## src/rtl/vreg_load_if.sv

```systemverilog
// vreg_load_if: handshake and write-port bundle for vreg_load_unit.
//
// Valid/ready semantics: a transfer happens on a rising clock edge where
// both valid and ready are high. The master may raise or drop valid at any
// time, and the slave samples its payload only on that edge. Ready is
// driven from slave state only and never depends on valid in the same cycle.
//
// Signals:
//   cfg_valid/cfg_ready/cfg_dest/cfg_count   burst request channel
//   word_valid/word_ready/word_data          data word channel
//   abort                                    synchronous burst cancel
//   wr_en/wr_sel/wr_data                     register file write port
//   busy/done/err                            status
//   state_dbg                                current FSM state (debug)
interface vreg_load_if #(
    parameter int WORDS = 8,
    parameter int SEL_W = 5,
    parameter int CNT_W = 4
);
    logic                  cfg_valid;
    logic                  cfg_ready;
    logic [SEL_W-1:0]      cfg_dest;
    logic [CNT_W-1:0]      cfg_count;
    logic                  word_valid;
    logic                  word_ready;
    logic [31:0]           word_data;
    logic                  abort;
    logic                  wr_en;
    logic [SEL_W-1:0]      wr_sel;
    logic [32*WORDS-1:0]   wr_data;
    logic                  busy;
    logic                  done;
    logic                  err;
    logic [1:0]            state_dbg;

    modport master (
        output cfg_valid, cfg_dest, cfg_count, word_valid, word_data, abort,
        input  cfg_ready, word_ready, wr_en, wr_sel, wr_data, busy, done, err,
               state_dbg
    );

    modport slave (
        input  cfg_valid, cfg_dest, cfg_count, word_valid, word_data, abort,
        output cfg_ready, word_ready, wr_en, wr_sel, wr_data, busy, done, err,
               state_dbg
    );
endinterface

```

## src/rtl/vreg_load_unit.sv

```systemverilog
// vreg_load_unit: gathers a burst of 32-bit words into one 32*WORDS-bit
// vector and issues a single write to the vector register file.
//
// Ports:
//   clk    system clock, rising edge
//   reset  asynchronous active-high reset
//   bus    vreg_load_if slave modport (cfg, word, abort, write port, status)
//
// States: IDLE (accept cfg), FILL (accept words), WRITE (one-cycle write).
// Every output is decoded from registered state, so no input reaches an
// output combinationally.
module vreg_load_unit #(
    parameter int WORDS = 8,
    parameter int SEL_W = 5,
    parameter int CNT_W = 4
) (
    input  logic        clk,
    input  logic        reset,
    vreg_load_if.slave  bus
);
    localparam int DATA_W = 32 * WORDS;
    localparam int IDX_W  = (WORDS > 1) ? $clog2(WORDS) : 1;

    typedef enum logic [1:0] {
        S_IDLE  = 2'd0,
        S_FILL  = 2'd1,
        S_WRITE = 2'd2
    } state_t;

    state_t              state_q;
    logic [DATA_W-1:0]   buf_q;
    logic [IDX_W-1:0]    idx_q;
    logic [SEL_W-1:0]    dest_q;
    logic [CNT_W-1:0]    count_q;
    logic                err_q;

    logic                cfg_legal;
    logic                last_word;

    assign cfg_legal = (bus.cfg_count != '0) && (bus.cfg_count <= CNT_W'(WORDS));
    assign last_word = (CNT_W'(idx_q) == (count_q - CNT_W'(1)));

    always_ff @(posedge clk or posedge reset) begin
        if (reset) begin
            state_q <= S_IDLE;
            buf_q   <= '0;
            idx_q   <= '0;
            dest_q  <= '0;
            count_q <= '0;
            err_q   <= 1'b0;
        end else begin
            err_q <= 1'b0;
            case (state_q)
                S_IDLE: begin
                    // A word offered alongside cfg is ignored; it must be
                    // re-offered once FILL is entered.
                    if (bus.cfg_valid) begin
                        if (cfg_legal) begin
                            dest_q  <= bus.cfg_dest;
                            count_q <= bus.cfg_count;
                            buf_q   <= '0;
                            idx_q   <= '0;
                            state_q <= S_FILL;
                        end else begin
                            err_q <= 1'b1;
                        end
                    end
                end
                S_FILL: begin
                    // abort wins over a word offered in the same cycle.
                    if (bus.abort) begin
                        buf_q   <= '0;
                        idx_q   <= '0;
                        state_q <= S_IDLE;
                    end else if (bus.word_valid) begin
                        buf_q[32*int'(idx_q) +: 32] <= bus.word_data;
                        // The last word resets idx instead of incrementing,
                        // so idx stays within 0..WORDS-1.
                        if (last_word) begin
                            idx_q   <= '0;
                            state_q <= S_WRITE;
                        end else begin
                            idx_q <= idx_q + IDX_W'(1);
                        end
                    end
                end
                S_WRITE: begin
                    state_q <= S_IDLE;
                end
                default: begin
                    state_q <= S_IDLE;
                end
            endcase
        end
    end

    assign bus.cfg_ready  = (state_q == S_IDLE);
    assign bus.word_ready = (state_q == S_FILL);
    assign bus.busy       = (state_q != S_IDLE);
    assign bus.wr_en      = (state_q == S_WRITE);
    assign bus.done       = (state_q == S_WRITE);
    assign bus.wr_sel     = dest_q;
    // Buffer contents are only exposed during the write cycle.
    assign bus.wr_data    = (state_q == S_WRITE) ? buf_q : '0;
    assign bus.err        = err_q;
    assign bus.state_dbg  = state_q;
endmodule

```

## src/flat_wrapper.sv

```systemverilog
// flat-port wrapper written by rule: the top's interface ports become plain ports
module vreg_load_unit_flat 
#(
    parameter int WORDS = 8,
    parameter int SEL_W = 5,
    parameter int CNT_W = 4
)
  (clk, reset, bus_cfg_valid, bus_cfg_dest, bus_cfg_count, bus_word_valid, bus_word_data, bus_abort, bus_cfg_ready, bus_word_ready, bus_wr_en, bus_wr_sel, bus_wr_data, bus_busy, bus_done, bus_err, bus_state_dbg);
  vreg_load_if #(.WORDS(WORDS), .SEL_W(SEL_W), .CNT_W(CNT_W)) bus_i ();
  input  logic clk;
  input  logic reset;
  input wire logic [$bits(bus_i.cfg_valid)-1:0] bus_cfg_valid;
  input wire logic [$bits(bus_i.cfg_dest)-1:0] bus_cfg_dest;
  input wire logic [$bits(bus_i.cfg_count)-1:0] bus_cfg_count;
  input wire logic [$bits(bus_i.word_valid)-1:0] bus_word_valid;
  input wire logic [$bits(bus_i.word_data)-1:0] bus_word_data;
  input wire logic [$bits(bus_i.abort)-1:0] bus_abort;
  output wire logic [$bits(bus_i.cfg_ready)-1:0] bus_cfg_ready;
  output wire logic [$bits(bus_i.word_ready)-1:0] bus_word_ready;
  output wire logic [$bits(bus_i.wr_en)-1:0] bus_wr_en;
  output wire logic [$bits(bus_i.wr_sel)-1:0] bus_wr_sel;
  output wire logic [$bits(bus_i.wr_data)-1:0] bus_wr_data;
  output wire logic [$bits(bus_i.busy)-1:0] bus_busy;
  output wire logic [$bits(bus_i.done)-1:0] bus_done;
  output wire logic [$bits(bus_i.err)-1:0] bus_err;
  output wire logic [$bits(bus_i.state_dbg)-1:0] bus_state_dbg;
  assign bus_i.cfg_valid = bus_cfg_valid;
  assign bus_i.cfg_dest = bus_cfg_dest;
  assign bus_i.cfg_count = bus_cfg_count;
  assign bus_i.word_valid = bus_word_valid;
  assign bus_i.word_data = bus_word_data;
  assign bus_i.abort = bus_abort;
  assign bus_cfg_ready = bus_i.cfg_ready;
  assign bus_word_ready = bus_i.word_ready;
  assign bus_wr_en = bus_i.wr_en;
  assign bus_wr_sel = bus_i.wr_sel;
  assign bus_wr_data = bus_i.wr_data;
  assign bus_busy = bus_i.busy;
  assign bus_done = bus_i.done;
  assign bus_err = bus_i.err;
  assign bus_state_dbg = bus_i.state_dbg;
  vreg_load_unit #(.WORDS(WORDS), .SEL_W(SEL_W), .CNT_W(CNT_W)) u_core (.clk(clk), .reset(reset), .bus(bus_i));
endmodule
```

## config.mk

```make
export PLATFORM = sky130hd
export DESIGN_NAME = vreg_load_unit_flat
export DESIGN_NICKNAME = d
export VERILOG_FILES = /design/src/rtl/vreg_load_if.sv /design/src/rtl/vreg_load_unit.sv /design/src/flat_wrapper.sv
export SDC_FILE = /design/constraint.sdc
export NUM_CORES = 1
export LEC_CHECK = 0
export BUFFER_PORTS_ARGS = -buffer_cell sky130_fd_sc_hd__buf_2
export CAP_MARGIN = 20
export CORE_MARGIN = 5
export CORE_UTILIZATION = 50
export CTS_BUF_LIST = sky130_fd_sc_hd__clkbuf_8 sky130_fd_sc_hd__clkbuf_16
export DETAILED_ROUTE_END_ITERATION = 6
export GPL_TIMING_DRIVEN = 0
export PLACE_DENSITY = 0.84
export SYNTH_ARGS = -nofsm -noshare
export SYNTH_HDL_FRONTEND = slang
export SYNTH_SLANG_ARGS = --single-unit
```

## constraint.sdc

```tcl
create_clock -name clk -period 15.5 [get_ports clk]
set_input_delay 1.55 -clock clk [delete_from_list [all_inputs] [get_ports clk]]
set_output_delay 1.55 -clock clk [all_outputs]
set_load 0.01 [all_outputs]
```

==> results.toml <==
[run_status]
outcome = "completed"

[power_and_ir_drop]
seq_power_share_pct = 44.7
vdd_ir_drop_max_mv = 0.0839
switching_share_pct = 28.0
intPower_mw = 1.20
p_leak_nw = 7.75
power_per_cell_area_mw_per_mm2 = 109
power_frac_comb_pct = 15.4
p_switching_uw = 467
power_frac_clock_pct = 39.9

[floorplan]
floorplan.die.width_um = 167
initial_core_util_pct = 50.6
floorplan.die_area_mm2 = 0.0278
core_area_mm2 = 0.0242
ios = 315
dieHeight_um = 167
rows = 57

[worst_setup_path]
worst-path-stages = 5
critical_register_to_register_path_startpoint = "u_core.idx_q[0]$_DFFE_PP0P_"
ff2ff_setup_slack_ns = 12.11
critPathLaunchType = "flop"
crit_path_frequent_cell = "sky130_fd_sc_hd__clkbuf_1"
r2r-end = "u_core.buf_q[73]$_DFFE_PP0P_"
r2r.worst_path.cells = 8
setup.worst_path.end = "bus_wr_data[28]"
crit_path_start = "u_core.bus.state_dbg[1]$_DFFE_PP0P_"
worst_path_dominant_cell_family = "buffers and inverters"
critical_path.endpoint_type = "output port"
count_of_buffer_and_inverter_cells_on_the_critical_path = 3
path_cells = "nor2b_1 > clkbuf_1 > clkbuf_1 > and2_1 > buf_2"
crit_path_max_fanout = 10
cp_slowest_stage_delay_ns = 0.69
cp.required_ns = 13.95
worstSetupPathType = "flop to output port"
crit_slowest_cell = "sky130_fd_sc_hd__clkbuf_1"
critPathArrivalTime_ns = 3.17

[synthesis]
yosysWarningCount = 0
register_bit_total_from_synthesis = 271
synth.cell_area_mm2 = 0.0123
synthesis.nets = 1171
netlist.top_cell.by_area = "sky130_fd_sc_hd__dfrtp_1"
synth_top_area_share_pct = 55.3
synth_cells = 1120
synthesis.area_per_instance_um2 = 10.9
synth_enable_flop_cells = 0
yosys-top-cells-area = "sky130_fd_sc_hd__dfrtp_1 (55%), sky130_fd_sc_hd__and2_1 (13%), sky130_fd_sc_hd__o2bb2ai_1 (9.1%)"
synth.cells.most_frequent = "sky130_fd_sc_hd__dfrtp_1 (271), sky130_fd_sc_hd__and2_1 (258), sky130_fd_sc_hd__nand2_1 (129)"
synth.lib_cells_used.distinct = 48
predominant_post_synthesis_flop_cell = "sky130_fd_sc_hd__dfrtp_1"
synth.most_common_cell = "sky130_fd_sc_hd__dfrtp_1"
asyncSetResetFlopFracSynth_pct = 100
yosysSeqAreaShare_pct = 55.3

[cts]
cts_tree = "built"
postCtsSetupBuffers = 0
clk-insertion-delay-late_ns = 0.53
htreeDepth = 1
cts_buffers = 27
path_clk_slew_ns = 0.06
cts_resized = 0
cts-root-to-sink-buffers = 3
cell_at_the_root_of_the_clock_tree = "sky130_fd_sc_hd__clkbuf_16"
cts_num_sinks = 271
holdBufCountCts = 0

[layout]
area.growth.synth_to_final_pct = 24.0
final_instance_count_without_filler_cells = 1810
fillers = 1972
ratio_of_cells_with_drive_above_1_in_the_final_layout_pct = 27.5
fin_area_mm2 = 0.0152
design.final.nets = 1516

[placement]
dpl.cell_count = 1760
placed_area_mm2 = 0.0143
hpwl_mm = 28.5
global_placement_routability_congestion = 0.882
detailedPlace.worstSlack_ns = 11.35
port-buffer-count = 313

[global_routing]
grt_pass1_vias = 10400
global_route.overflow_total = 0
groute.usage.overall_pct = 26.8
antenna_found_initial = 1
maximum_number_of_pins_on_one_net_before_global_route_repair = 101
first_pass_grt_wire_length_mm = 59.5

[sta]
report.final.slew_viol_count = 0
final-hold-violation-count = 0
rsz0062_at_grt = "false"
finalCritPeriodShare_pct = 30.4
timing.final.ws_setup_ns = 10.78
relSlewSlack_pct = 30.2
clock_skew_ns = 0.0102
maxClockFrequency_mhz = 212
period_needed_ns = 4.72
count_of_endpoints_failing_setup_in_the_final_report = 0
worst_slew_pin_slew_ns = 1.04
setup_tns_ns = 0

[routing]
wirelength_mm = 38.1
detail_route.wl_per_cell_um = 21.1
drc = 0
firstDrtPassIters = 5
routed_via_density = 5.62
final_ant_viol_nets = 0
dr_iter_0_viols = 832
vias = 10200

[min_path]
min_path_type = "flop to flop"

[run]
cap_violations = 0
## area by class of cell
| type | instances | area, um2 | area share [%] |
|---|---|---|---|
| Tap cell | 324 | 405 | 2.67 |
| Inverter | 39 | 154 | 1.01 |
| Sequential cell | 271 | 6780 | 44.6 |
| Clock inverter | 17 | 156 | 1.03 |
| Buffer | 92 | 455 | 3.00 |
| Timing Repair Buffer | 316 | 1630 | 10.7 |
| Multi-Input combinational cell | 718 | 4880 | 32.1 |
| Antenna cell | 1 | 2.50 | 0.0165 |
| Clock buffer | 32 | 744 | 4.90 |
## cells in the final DEF, fill, tap and decap left out, types with 3 or more instances in the layout
cell	netlist	routed
sky130_fd_sc_hd__clkbuf_1	61	61
sky130_fd_sc_hd__xor2_1	3	3
sky130_fd_sc_hd__and2_1	258	258
sky130_fd_sc_hd__a32o_1	5	5
sky130_fd_sc_hd__nor3_1	3	3
sky130_fd_sc_hd__buf_2	17	330
sky130_fd_sc_hd__mux2i_1	32	32
sky130_fd_sc_hd__dfrtp_1	271	271
sky130_fd_sc_hd__o2bb2ai_1	128	128
sky130_fd_sc_hd__nand2_1	129	129
sky130_fd_sc_hd__a22o_1	64	64
sky130_fd_sc_hd__nor2_1	6	6
sky130_fd_sc_hd__o21ai_0	33	33
sky130_fd_sc_hd__and3_1	4	4
sky130_fd_sc_hd__bufinv_16	0	3
sky130_fd_sc_hd__inv_1	39	46
sky130_fd_sc_hd__mux2_2	8	8
sky130_fd_sc_hd__nor2b_1	3	3
sky130_fd_sc_hd__clkinv_2	0	4
sky130_fd_sc_hd__clkbuf_8	0	5
sky130_fd_sc_hd__ha_1	5	5
sky130_fd_sc_hd__nand3_1	3	3
sky130_fd_sc_hd__clkbuf_16	0	27
sky130_fd_sc_hd__buf_6	11	11
## logic make-up after synthesis
kind of cell,count (synthesis),share of synthesized area [%]
multiplexers,40,3.35
AO/OA/AOI/OAI,244,16.4
buffers and inverters,131,4.91
AND/OR/NAND/NOR,424,19.1
flip-flops,271,55.3
adder cells (fa/ha/maj),5,0.510
XOR/XNOR,5,0.357
## power groups by stage
stage	Combinational [mW]	Clock, mW	Sequential (mW)
after CTS	0.257	0.669	0.743
after floorplan	0.167	0	0.755
final	0.257	0.664	0.744
after global placement	0.247	0	0.756
after detailed placement	0.255	0	0.756
after global routing	0.280	0.701	0.746
## metal layers
layer / vias to the layer above / track usage [%] / part of all wire (%)
met3: 94 / 5.64 / 7.5
met5: - / 0 / 0.018
met4: 2 / 8.08 / 3.2
met2: 476 / 44.4 / 48
met1: 5069 / 35.7 / 42
li1: 4526 / - / -
## flip-flops by register name, summed over array words and instances (netlist names)
register              cells
u_core.buf_q            256
u_core.bus.err            1
u_core.bus.state_dbg      2
u_core.bus.wr_sel         5
u_core.count_q            4
u_core.idx_q              3
## stage by stage
stage	utilization [%]	hold slack, ns	total power [mW]
after CTS	62.7	0.476	1.67
after floorplan	-	0.441	0.922
final	62.7	0.471	1.66
after global placement	58.7	0.453	1.00
after global routing	62.7	0.494	1.73
after detailed placement	59.0	0.462	1.01
## worst register-to-register path: cells and delay by family, from the launching register on
kind / cells / cell delay (ns)
fa+ha+maj: 1 / 0.29
compound gates: 1 / 0.23
simple gates: 2 / 1.10
buf+inv: 4 / 1.26
flops: 1 / 0.44
## how the worst min path moves through the flow
stage,startpoint,to,slack [ns],cells past startpoint
2_1_floorplan,u_core.buf_q[10]$_DFFE_PP0P_,u_core.buf_q[10]$_DFFE_PP0P_,0.44,2
3_3_place_gp,u_core.buf_q[10]$_DFFE_PP0P_,u_core.buf_q[10]$_DFFE_PP0P_,0.45,2
3_5_place_dp,u_core.buf_q[15]$_DFFE_PP0P_,u_core.buf_q[15]$_DFFE_PP0P_,0.46,2
4_1_cts,u_core.buf_q[15]$_DFFE_PP0P_,u_core.buf_q[15]$_DFFE_PP0P_,0.48,2
5_1_grt,u_core.buf_q[119]$_DFFE_PP0P_,u_core.buf_q[119]$_DFFE_PP0P_,0.49,1
6_report,u_core.buf_q[11]$_DFFE_PP0P_,u_core.buf_q[11]$_DFFE_PP0P_,0.47,2
Note: power is estimated with default switching activity, not from simulation.
